<file path="src/rtl/pu_fifo_pkg.sv">
// Shared types and helpers for the multi-channel PU FIFO.
// Width helpers size channel selects, occupancy counts and ring pointers;
// pu_ptr_inc advances a ring pointer with wrap at an arbitrary depth.
package pu_fifo_pkg;

    // Entry layout at the default widths; wider builds use the same
    // {data, attr} ordering with their own field widths.
    typedef struct packed {
        logic [31:0] data;
        logic [3:0]  attr;
    } pu_entry_t;

    // Channel-select width, never narrower than one bit.
    function automatic int pu_cw(input int channels);
        return (channels > 1) ? $clog2(channels) : 1;
    endfunction

    // Occupancy width, able to hold 0..depth inclusive.
    function automatic int pu_nw(input int depth);
        return $clog2(depth + 1);
    endfunction

    // Ring pointer width, able to hold 0..depth-1.
    function automatic int pu_pw(input int depth);
        return (depth > 1) ? $clog2(depth) : 1;
    endfunction

    // Advance a ring pointer; depth need not be a power of two.
    function automatic int unsigned pu_ptr_inc(input int unsigned ptr,
                                               input int unsigned depth);
        return (ptr == depth - 1) ? 32'd0 : ptr + 32'd1;
    endfunction

endpackage

</file>
<file path="src/rtl/pu_fifo_mc_chan.sv">
// Single-channel ring buffer: storage, read/write pointers and occupancy.
// push/pop are raw requests for this channel; refusal (full without a
// same-cycle pop, or empty) is decided here. The head entry is presented
// combinationally on rd_data for the parent's output register.
module pu_fifo_mc_chan
    import pu_fifo_pkg::*;
#(
    parameter int EW        = 36,
    parameter int FIFO_SIZE = 3,
    parameter int NW        = 2
) (
    input  logic          clk,
    input  logic          rst,
    input  logic          push,
    input  logic          pop,
    input  logic [EW-1:0] wr_data,
    output logic [EW-1:0] rd_data,
    output logic          full,
    output logic          empty,
    output logic [NW-1:0] cnt
);

    localparam int PW = pu_pw(FIFO_SIZE);

    logic [PW-1:0] wr_ptr;
    logic [PW-1:0] rd_ptr;
    logic [EW-1:0] mem [FIFO_SIZE];
    logic          push_ok;
    logic          pop_ok;

    assign full    = (cnt == NW'(FIFO_SIZE));
    assign empty   = (cnt == '0);
    // A pop frees the slot a same-cycle push needs when full; an empty
    // channel never bypasses, so pop is refused even with a push.
    assign pop_ok  = pop && !empty;
    assign push_ok = push && (!full || pop);
    assign rd_data = mem[rd_ptr];

    // Pointer and occupancy update; push and pop together leave cnt as is.
    always_ff @(posedge clk or posedge rst) begin
        if (rst) begin
            wr_ptr <= '0;
            rd_ptr <= '0;
            cnt    <= '0;
        end else begin
            if (push_ok)
                wr_ptr <= PW'(pu_ptr_inc(32'(wr_ptr), FIFO_SIZE));
            if (pop_ok)
                rd_ptr <= PW'(pu_ptr_inc(32'(rd_ptr), FIFO_SIZE));
            case ({push_ok, pop_ok})
                2'b10:   cnt <= cnt + NW'(1);
                2'b01:   cnt <= cnt - NW'(1);
                default: cnt <= cnt;
            endcase
        end
    end

    // Storage write; contents are deliberately left out of reset.
    always_ff @(posedge clk) begin
        if (push_ok)
            mem[wr_ptr] <= wr_data;
    end

endmodule

</file>
<file path="src/rtl/pu_fifo_mc.sv">
// Multi-channel PU FIFO: CHANNELS independent ring buffers sharing one
// write port and one registered read port per clock.
// Optional feature macro PU_FIFO_MC_ERR_EN adds sticky per-channel
// overflow/underflow flags and the err_clr input; without it refused
// accesses are dropped silently.
module pu_fifo_mc
    import pu_fifo_pkg::*;
#(
    parameter  int DATA_WIDTH = 32,
    parameter  int ATTR_WIDTH = 4,
    parameter  int FIFO_SIZE  = 3,
    parameter  int CHANNELS   = 2,
    localparam int CW         = pu_cw(CHANNELS),
    localparam int NW         = pu_nw(FIFO_SIZE)
) (
    input  logic                   clk,
    input  logic                   rst,
    input  logic [DATA_WIDTH-1:0]  data_in,
    input  logic [ATTR_WIDTH-1:0]  attr_in,
    input  logic [CW-1:0]          wr_ch,
    input  logic                   signal_wr,
    input  logic [CW-1:0]          rd_ch,
    input  logic                   signal_oe,
    output logic [DATA_WIDTH-1:0]  data_out,
    output logic [ATTR_WIDTH-1:0]  attr_out,
    output logic                   out_valid,
    output logic [CW-1:0]          out_ch,
    output logic [CHANNELS-1:0]    full,
    output logic [CHANNELS-1:0]    empty,
    output logic [CHANNELS*NW-1:0] count
`ifdef PU_FIFO_MC_ERR_EN
    ,
    output logic [CHANNELS-1:0]    overflow,
    output logic [CHANNELS-1:0]    underflow,
    input  logic                   err_clr
`endif
);

    localparam int EW = DATA_WIDTH + ATTR_WIDTH;

    typedef struct packed {
        logic [DATA_WIDTH-1:0] data;
        logic [ATTR_WIDTH-1:0] attr;
    } entry_t;

    logic                wr_in_range;
    logic                rd_in_range;
    logic [CHANNELS-1:0] push_req;
    logic [CHANNELS-1:0] pop_req;
    logic [CHANNELS-1:0] pop_ok;
    logic [EW-1:0]       rd_data [CHANNELS];
    entry_t              pop_entry;

    // Indices beyond the last channel are ignored outright.
    assign wr_in_range = (32'(wr_ch) < CHANNELS);
    assign rd_in_range = (32'(rd_ch) < CHANNELS);
    assign pop_ok      = pop_req & ~empty;

    for (genvar i = 0; i < CHANNELS; i++) begin : g_chan
        assign push_req[i] = signal_wr && wr_in_range && (wr_ch == CW'(i));
        assign pop_req[i]  = signal_oe && rd_in_range && (rd_ch == CW'(i));

        pu_fifo_mc_chan #(
            .EW        (EW),
            .FIFO_SIZE (FIFO_SIZE),
            .NW        (NW)
        ) u_chan (
            .clk     (clk),
            .rst     (rst),
            .push    (push_req[i]),
            .pop     (pop_req[i]),
            .wr_data ({data_in, attr_in}),
            .rd_data (rd_data[i]),
            .full    (full[i]),
            .empty   (empty[i]),
            .cnt     (count[i*NW +: NW])
        );
    end

    // Select the head entry of the channel being popped (at most one).
    always_comb begin
        pop_entry = '0;
        for (int i = 0; i < CHANNELS; i++) begin
            if (pop_ok[i])
                pop_entry = rd_data[i];
        end
    end

    // Output register: load on an accepted pop, otherwise hold with valid low.
    always_ff @(posedge clk or posedge rst) begin
        if (rst) begin
            data_out  <= '0;
            attr_out  <= '0;
            out_ch    <= '0;
            out_valid <= 1'b0;
        end else if (|pop_ok) begin
            data_out  <= pop_entry.data;
            attr_out  <= pop_entry.attr;
            out_ch    <= rd_ch;
            out_valid <= 1'b1;
        end else begin
            out_valid <= 1'b0;
        end
    end

`ifdef PU_FIFO_MC_ERR_EN
    // Sticky error flags; clearing wins over a same-cycle refusal.
    always_ff @(posedge clk or posedge rst) begin
        if (rst) begin
            overflow  <= '0;
            underflow <= '0;
        end else if (err_clr) begin
            overflow  <= '0;
            underflow <= '0;
        end else begin
            overflow  <= overflow  | (push_req & full & ~pop_ok);
            underflow <= underflow | (pop_req & empty);
        end
    end
`endif

endmodule

</file>
<file path="config.mk">
export PLATFORM = sky130hd
export DESIGN_NAME = pu_fifo_mc
export DESIGN_NICKNAME = d
export VERILOG_FILES = /design/src/rtl/pu_fifo_pkg.sv /design/src/rtl/pu_fifo_mc_chan.sv /design/src/rtl/pu_fifo_mc.sv
export SDC_FILE = /design/constraint.sdc
export NUM_CORES = 1
export LEC_CHECK = 0
export CAP_MARGIN = 20
export CORE_MARGIN = 2
export CORE_UTILIZATION = 35
export CTS_CLUSTER_DIAMETER = 200
export DETAILED_ROUTE_END_ITERATION = 6
export SYNTH_ARGS = -nofsm -noshare
export SYNTH_HDL_FRONTEND = slang
export SYNTH_SLANG_ARGS = --single-unit
</file>
<file path="constraint.sdc">
create_clock -name clk -period 10.3 [get_ports clk]
set_clock_uncertainty 0.1 [all_clocks]
set_input_delay 1.03 -clock clk [delete_from_list [all_inputs] [get_ports clk]]
set_output_delay 1.03 -clock clk [all_outputs]
set_load 0.01 [all_outputs]
</file>
==> impl_metrics.env, run 1 <==
export IMPL_grt_antenna_before_repair=1
export IMPL_dieHeight_um=175.8
export IMPL_drtPass1Iterations=4
export IMPL_layout_common_cells="edfxtp_1, clkdlybuf4s50_1, mux2i_1"
export IMPL_async_flop_share_pct=18.80
export IMPL_synthMuxAreaShare_pct=7.955
export IMPL_final_nets=739
export IMPL_cts_htree_levels=1
export IMPL_grt_max_degree=51
export IMPL_yosys_warnings=0
export IMPL_power_share_sequential_pct=46.3
export IMPL_synth_top_family_by_area="compound AO/OA/AOI/OAI gates"
export IMPL_cts_root_buf="clkbuf_16"
export IMPL_routed_top_layer="met5"
export IMPL_dpl_cell_area_um2=11620
export IMPL_wl_met1_mm=9.554
export IMPL_syn_to_final_growth_pct=20.35
export IMPL_wl_met3_mm=1.293
export IMPL_clkPwrFrac_pct=26.8
export IMPL_layout_cells_non_filler=1100
export IMPL_fmax_ghz=0.3120
export IMPL_avgSynthCellArea_um2=17.05
export IMPL_grt_pass1_wl_mm=34.05
export IMPL_synth_main_ff_cell="edfxtp_1"
export IMPL_hpwl_mm=12.78
export IMPL_ff2ff_path_depth=6
export IMPL_met2_length_mm=11.08
export IMPL_multi_input_area_um2=2385
export IMPL_via_per_inst=5.063
export IMPL_die_x_um=175.8
export IMPL_status="finished clean"
export IMPL_wire_per_inst_um=20.27
export IMPL_r2r_setup_slack_ns=7.90
export IMPL_fin_ws_ns=7.095
export IMPL_yosysTopAreaCell="edfxtp_1"
export IMPL_grt_pass1_vias=5889
export IMPL_startpoint_type="flip-flop"
export IMPL_final_setup_viol_count=0
export IMPL_cts_tree="yes"
export IMPL_start_util_pct=35.81
export IMPL_gp_congestion=0.7272
export IMPL_design_area_um2=12440
export IMPL_die_area_um2=30910
export IMPL_maxSlewHeadroom_pct=39.67
export IMPL_cp_max_fo=6
export IMPL_cts_num_sinks=266
export IMPL_netlist_area_leader_share_pct=62.77
export IMPL_switchingPower_w=0.0009571
export IMPL_worst_slew_pin_slew_ns=0.9037
export IMPL_cts_resized=0
export IMPL_min_period_ns=3.205
export IMPL_layout_commonest_cell="edfxtp_1"
export IMPL_arrival_ns=2.07
export IMPL_fin_crit_sh_pct=31.12
export IMPL_postLayoutCoreUtil_pct=43.10
export IMPL_postCtsHoldBufs=0
export IMPL_ant_nets=0
export IMPL_crit_type="reg -> out"
export IMPL_drive_above_1_share_pct=10.07
export IMPL_r2r_end="data_out[22]"
export IMPL_drv_cap=0
export IMPL_routed_wl_mm=22.29
export IMPL_synth_compound_area_share_pct=8.984
export IMPL_overflow=0
export IMPL_critPathRequiredTime_ns=9.17
export IMPL_io_pins=88
export IMPL_syn_instance_count=606
export IMPL_swShare_pct=29.44
export IMPL_vias=5569
export IMPL_synth_area_um2=10330
export IMPL_ys_seq_area_share_pct=74.88
export IMPL_ys_ff_latch=266
export IMPL_netlist_top_cells_area="edfxtp_1, dfrtp_1, mux2i_1"
export IMPL_coreArea_um2=28860
export IMPL_p_int_w=0.002293
export IMPL_syn_num_nets=650
export IMPL_synthSimpleGateAreaFrac_pct=4.855
export IMPL_hp_start="data_out[2]"
export IMPL_cp_end_kind="primary output"
export IMPL_drt_iter0_markers=323
export IMPL_powerDensity_nw_per_um2=261.4
export IMPL_post_cts_buffers=0
export IMPL_synth_edf_count=216
export IMPL_dp_cells=1050
export IMPL_cts_reportedPaths_clkPinSlew_ns=0.06
export IMPL_numCtsBuffers=26
export IMPL_num_rows=62
export IMPL_reg2reg_from="g_chan[1].u_chan.cnt[0]"
export IMPL_place_port_buffers=87
export IMPL_hold_viol=0
export IMPL_slew_violations=0
export IMPL_fillCellCount=2571
export IMPL_p_comb_share_pct=26.9
export IMPL_clk_insertion_delay_late_ns=0.52
export IMPL_whs_endpoint="data_out[2]"
export IMPL_drc=0
export IMPL_seq_area_um2=7741
export IMPL_fin_setup_tns_ns=0
export IMPL_synth_cell_types=37
export IMPL_synth_fa_ha_area_share_pct=0.2422
export IMPL_vdd_drop_max_v=0.0001010
export IMPL_track_usage_pct=14.29
export IMPL_hold_depth=1
export IMPL_synth_xor_area_share_pct=0.5085
export IMPL_leakage_nw=4.283
export IMPL_hp_class="reg -> reg"
export IMPL_dp_slack_ns=6.636
export IMPL_rsz0062_at_grt="no"
export IMPL_clk_path_buf_depth=3
[worst max path at each step]
| stage | endpoint | slack, ns | from | cells past startpoint |
|---|---|---|---|---|
| 5_1_grt | empty[0] | 7.02 | g_chan[0].u_chan.cnt[0] | 3 |
| 3_3_place_gp | g_chan[0].u_chan.mem[1][29] | 6.67 | rd_ch | 4 |
| 4_1_cts | empty[0] | 7.08 | g_chan[0].u_chan.cnt[0] | 3 |
| 3_5_place_dp | data_out[22] | 6.64 | rd_ch | 6 |
| 6_report | empty[0] | 7.10 | g_chan[0].u_chan.cnt[0] | 3 |
| 2_1_floorplan | g_chan[0].u_chan.mem[2][0] | 5.55 | rd_ch | 3 |
[worst max-delay path, stage by stage (launching register included)]
cell and delay [ns]:
dfrtp_1 0.47, or2_4 0.32, inv_1 0.19, clkdlybuf4s50_1 0.58
[power groups by stage]
stage / combinational, W / sequential [W] / clock (W)
final: 0.000876 / 0.00150 / 0.000870
after floorplan: 0.000532 / 0.00149 / 0
after global placement: 0.000830 / 0.00154 / 0
after CTS: 0.000884 / 0.00151 / 0.000892
after global routing: 0.000950 / 0.00153 / 0.000933
after detailed placement: 0.000885 / 0.00153 / 0
[layout make-up]
class | count | area share (%)
clock inverter | 8 | 0.2616
clock buffer | 40 | 6.066
timing repair buffer | 99 | 8.089
tap | 384 | 3.863
multi-input combinational | 294 | 19.18
inverter | 8 | 0.2817
antenna | 1 | 0.02012
sequential | 266 | 62.24
[cells by family (layout without fill, tap and decap cells)]
logic type               Yosys count  in the layout
AO/OA/AOI/OAI                    118            118
XOR/XNOR                           6              6
adder cells (fa/ha/maj)            2              2
buffers and inverters             46            155
flip-flops                       266            266
multiplexers                      81             81
other                              0              1
AND/OR/NAND/NOR                   87             87
[state kept, by name, summed over array words and instances, names as in the netlist]
register              cells
g_chan.u_chan.mem       216
attr_out                  4
g_chan.u_chan.cnt         4
g_chan.u_chan.rd_ptr      4
data_out                 32
out_ch                    1
out_valid                 1
g_chan.u_chan.wr_ptr      4
[metal layers]
layer / vias to the layer above / track usage (%)
met1: 2841 / 18.43
li1: 2543 / -
met2: 154 / 24.80
met5: - / 0
met4: 2 / 3.409
met3: 29 / 2.922
[per-stage QoR]
step | hold WS (ns) | total power [W]
after floorplan | 0.4083 | 0.002025
after global placement | 0.4087 | 0.002374
after detailed placement | 0.4058 | 0.002412
after CTS | 0.4190 | 0.003285
after global routing | 0.4251 | 0.003409
final | 0.4124 | 0.003250
[cells in the mapped netlist (5+ instances only)]
cell        n
clkbuf_1   11
buf_4       7
a21oi_1    19
buf_2      14
nor2b_1    53
buf_6       6
a21o_1      6
dfrtp_1    50
a211oi_1   32
edfxtp_1  216
nand2_1    17
o21ai_0    16
mux2_2      8
mux2i_1    72
a221o_1    32
nor2_1      5
Note: power is estimated with default switching activity, not from simulation.
==> run 2, diff against run 1 <==
==> constraint.sdc (replaced) <==
create_clock -name clk -period 2.7 [get_ports clk]
set_clock_uncertainty 0.1 [all_clocks]
set_input_delay 0.27 -clock clk [delete_from_list [all_inputs] [get_ports clk]]
set_output_delay 0.27 -clock clk [all_outputs]
set_load 0.01 [all_outputs]
==> run 2 against run 1 <==
Net effect:
- hold slack worse by 0.33 ns
- via count down 0.74%
- critical endpoint unchanged
- first-iteration DRC count up 7.1%
- combinational power rose to 4.0 times the previous value
- sequential cell count unchanged
- clock power rose to 4.5 times the previous value
- count of clock-buffer cells in the layout down 10
- register-to-register slack worse by 7.2 ns
- cell area up 2.5%
- worst setup slack worse by 6.8 ns
==> impl_metrics.env, run 2 (synthesis results as in run 1) <==
export IMPL_wl_met1_mm=9.903
export IMPL_largest_reg_flops=216
export IMPL_hpwl_mm=13.52
export IMPL_rsz0062_at_grt="no"
export IMPL_maxSlewHeadroom_pct=53.36
export IMPL_cp_max_fo=6
export IMPL_dieHeight_um=175.8
export IMPL_start_util_pct=35.81
export IMPL_track_usage_pct=14.65
export IMPL_cts_root_buf="clkbuf_16"
export IMPL_postCtsHoldBufs=0
export IMPL_worst_slew_pin_slew_ns=0.6986
export IMPL_cts_htree_levels=1
export IMPL_leakage_nw=4.418
export IMPL_drtPass1Iterations=4
export IMPL_insertedDiodeCount=0
export IMPL_post_cts_buffers=0
export IMPL_arrival_ns=2.07
export IMPL_wire_per_inst_um=20.41
export IMPL_grt_antenna_before_repair=0
export IMPL_drv_cap=0
export IMPL_met2_length_mm=11.50
export IMPL_ant_nets=0
export IMPL_coreArea_um2=28860
export IMPL_fillCellCount=2508
export IMPL_numCtsBuffers=28
export IMPL_cts_reportedPaths_clkPinSlew_ns=0.06
export IMPL_layout_cells_non_filler=1110
export IMPL_final_nets=748
export IMPL_via_per_inst=4.980
export IMPL_num_rows=62
export IMPL_dp_cells=1058
export IMPL_hold_viol=0
export IMPL_cts_tree="yes"
export IMPL_crit_type="reg -> out"
export IMPL_grt_pass1_vias=5770
export IMPL_postLayoutCoreUtil_pct=44.16
export IMPL_min_period_ns=2.439
export IMPL_wl_met3_um=808
export IMPL_overflow=0
export IMPL_grt_max_degree=40
export IMPL_final_setup_viol_count=0
export IMPL_dpl_cell_area_um2=11780
export IMPL_powerDensity_nw_per_um2=1026
export IMPL_critPathRequiredTime_ns=2.33
export IMPL_layout_common_cells="edfxtp_1, clkdlybuf4s50_1, mux2i_1"
export IMPL_cp_end_kind="primary output"
export IMPL_clk_path_buf_depth=3
export IMPL_cts_resized=0
export IMPL_slew_violations=0
export IMPL_vdd_drop_max_v=0.0004675
export IMPL_drc=0
export IMPL_fin_crit_sh_pct=90.34
export IMPL_fmax_ghz=0.4100
export IMPL_grt_pass1_wl_mm=34.33
export IMPL_routed_wl_mm=22.65
export IMPL_die_x_um=175.8
export IMPL_syn_to_final_growth_pct=23.32
export IMPL_largestRegisters="g_chan.u_chan.mem x216, data_out x32"
export IMPL_cts_num_sinks=266
export IMPL_die_area_um2=30910
export IMPL_io_pins=88
export IMPL_vias=5528
export IMPL_regMostFlops="g_chan.u_chan.mem"
export IMPL_drive_above_1_share_pct=12.81
export IMPL_routed_top_layer="met4"
export IMPL_hp_class="in -> async"
export IMPL_power_total_w=0.01307
export IMPL_place_port_buffers=87
export IMPL_gp_congestion=0.7106
export IMPL_layout_commonest_cell="edfxtp_1"
export IMPL_drt_iter0_markers=346
export IMPL_status="finished clean"
export IMPL_startpoint_type="flip-flop"
export IMPL_clk_insertion_delay_late_ns=0.53
export IMPL_design_area_um2=12740
run 2: changes by cell type in the layout (fill, tap and decap cells not counted), sizes merged:
cell | before | now
clkbuf | 40 | 30
buf | 12 | 19
clkinv | 8 | 13
clkinvlp | 0 | 5
bufinv | 0 | 4
diode | 1 | 0
run 2: per-layer routing:
| metal | track usage, % | vias to the layer above |
|---|---|---|
| met5 | 0 | - |
| met4 | 3.340 | 0 |
| met3 | 2.381 | 36 |
| met2 | 26.20 | 100 |
| met1 | 18.68 | 2830 |
| li1 | - | 2562 |
run 2: where the power goes:
part | switching (W) | internal, W
clock network | 0.00154 | 0.00236
logic | 0.00178 | 0.00172
registers | 0.000488 | 0.00518
total | 0.00381 | 0.00926
run 2: path summary, 6_finish.rpt:
path / endpoint / slack [ns] / start / cells past startpoint
setup / recovery: empty[0] / 0.26 / g_chan[0].u_chan.cnt[0] / 3
hold / removal: data_out[24] / 0.08 / rst / 2
setup reg to reg: g_chan[1].u_chan.mem[2][35] / 0.72 / g_chan[1].u_chan.cnt[0] / 4
hold reg to reg: data_out[4] / 0.41 / data_out[4] / 1
max in group asynchronous: data_out[6] / 1.73 / rst / 3
min in group clk: g_chan[1].u_chan.mem[1][29] / 0.32 / data_in[25] / 1
run 2: layout make-up:
| class | instances | area (µm²) | area share, % |
|---|---|---|---|
| Clock buffer | 30 | 739.5 | 5.803 |
| Clock inverter | 22 | 224.0 | 1.757 |
| Tap cell | 384 | 480.5 | 3.770 |
| Sequential cell | 266 | 7741 | 60.75 |
| Multi-Input combinational cell | 294 | 2397 | 18.81 |
| Inverter | 8 | 35.03 | 0.2749 |
| Timing Repair Buffer | 106 | 1126 | 8.837 |
run 2: through the flow:
step / hold slack (ns) / setup TNS, ns / setup slack, ns
4_1_cts: 0.08618 / 0 / 0.2347
3_3_place_gp: 0.4054 / 0 / 0.4626
5_1_grt: 0.1132 / 0 / 0.1891
2_1_floorplan: 0.2689 / -79.79 / -0.9743
6_report: 0.07995 / 0 / 0.2607
3_5_place_dp: 0.4063 / 0 / 0.4253
run 2: critical path: stages (launching register included):
cell and delay [ns]:
dfrtp_1 0.45, or2_4 0.32, inv_1 0.19, clkdlybuf4s50_1 0.59
==> run 3, diff against run 2 <==
--- a/config.mk
+++ b/config.mk
@@ -5,10 +5,11 @@
 export SDC_FILE = /design/constraint.sdc
 export NUM_CORES = 1
 export LEC_CHECK = 0
+export ABC_CLOCK_PERIOD_IN_PS = 2700
 export CAP_MARGIN = 20
 export CORE_MARGIN = 2
 export CORE_UTILIZATION = 35
-export CTS_CLUSTER_DIAMETER = 200
+export CTS_CLUSTER_DIAMETER = 100
 export DETAILED_ROUTE_END_ITERATION = 6
 export SYNTH_ARGS = -nofsm -noshare
 export SYNTH_HDL_FRONTEND = slang
==> results of run 3 <==
The final DEF is identical to that of run 2; final timing and power are the same.
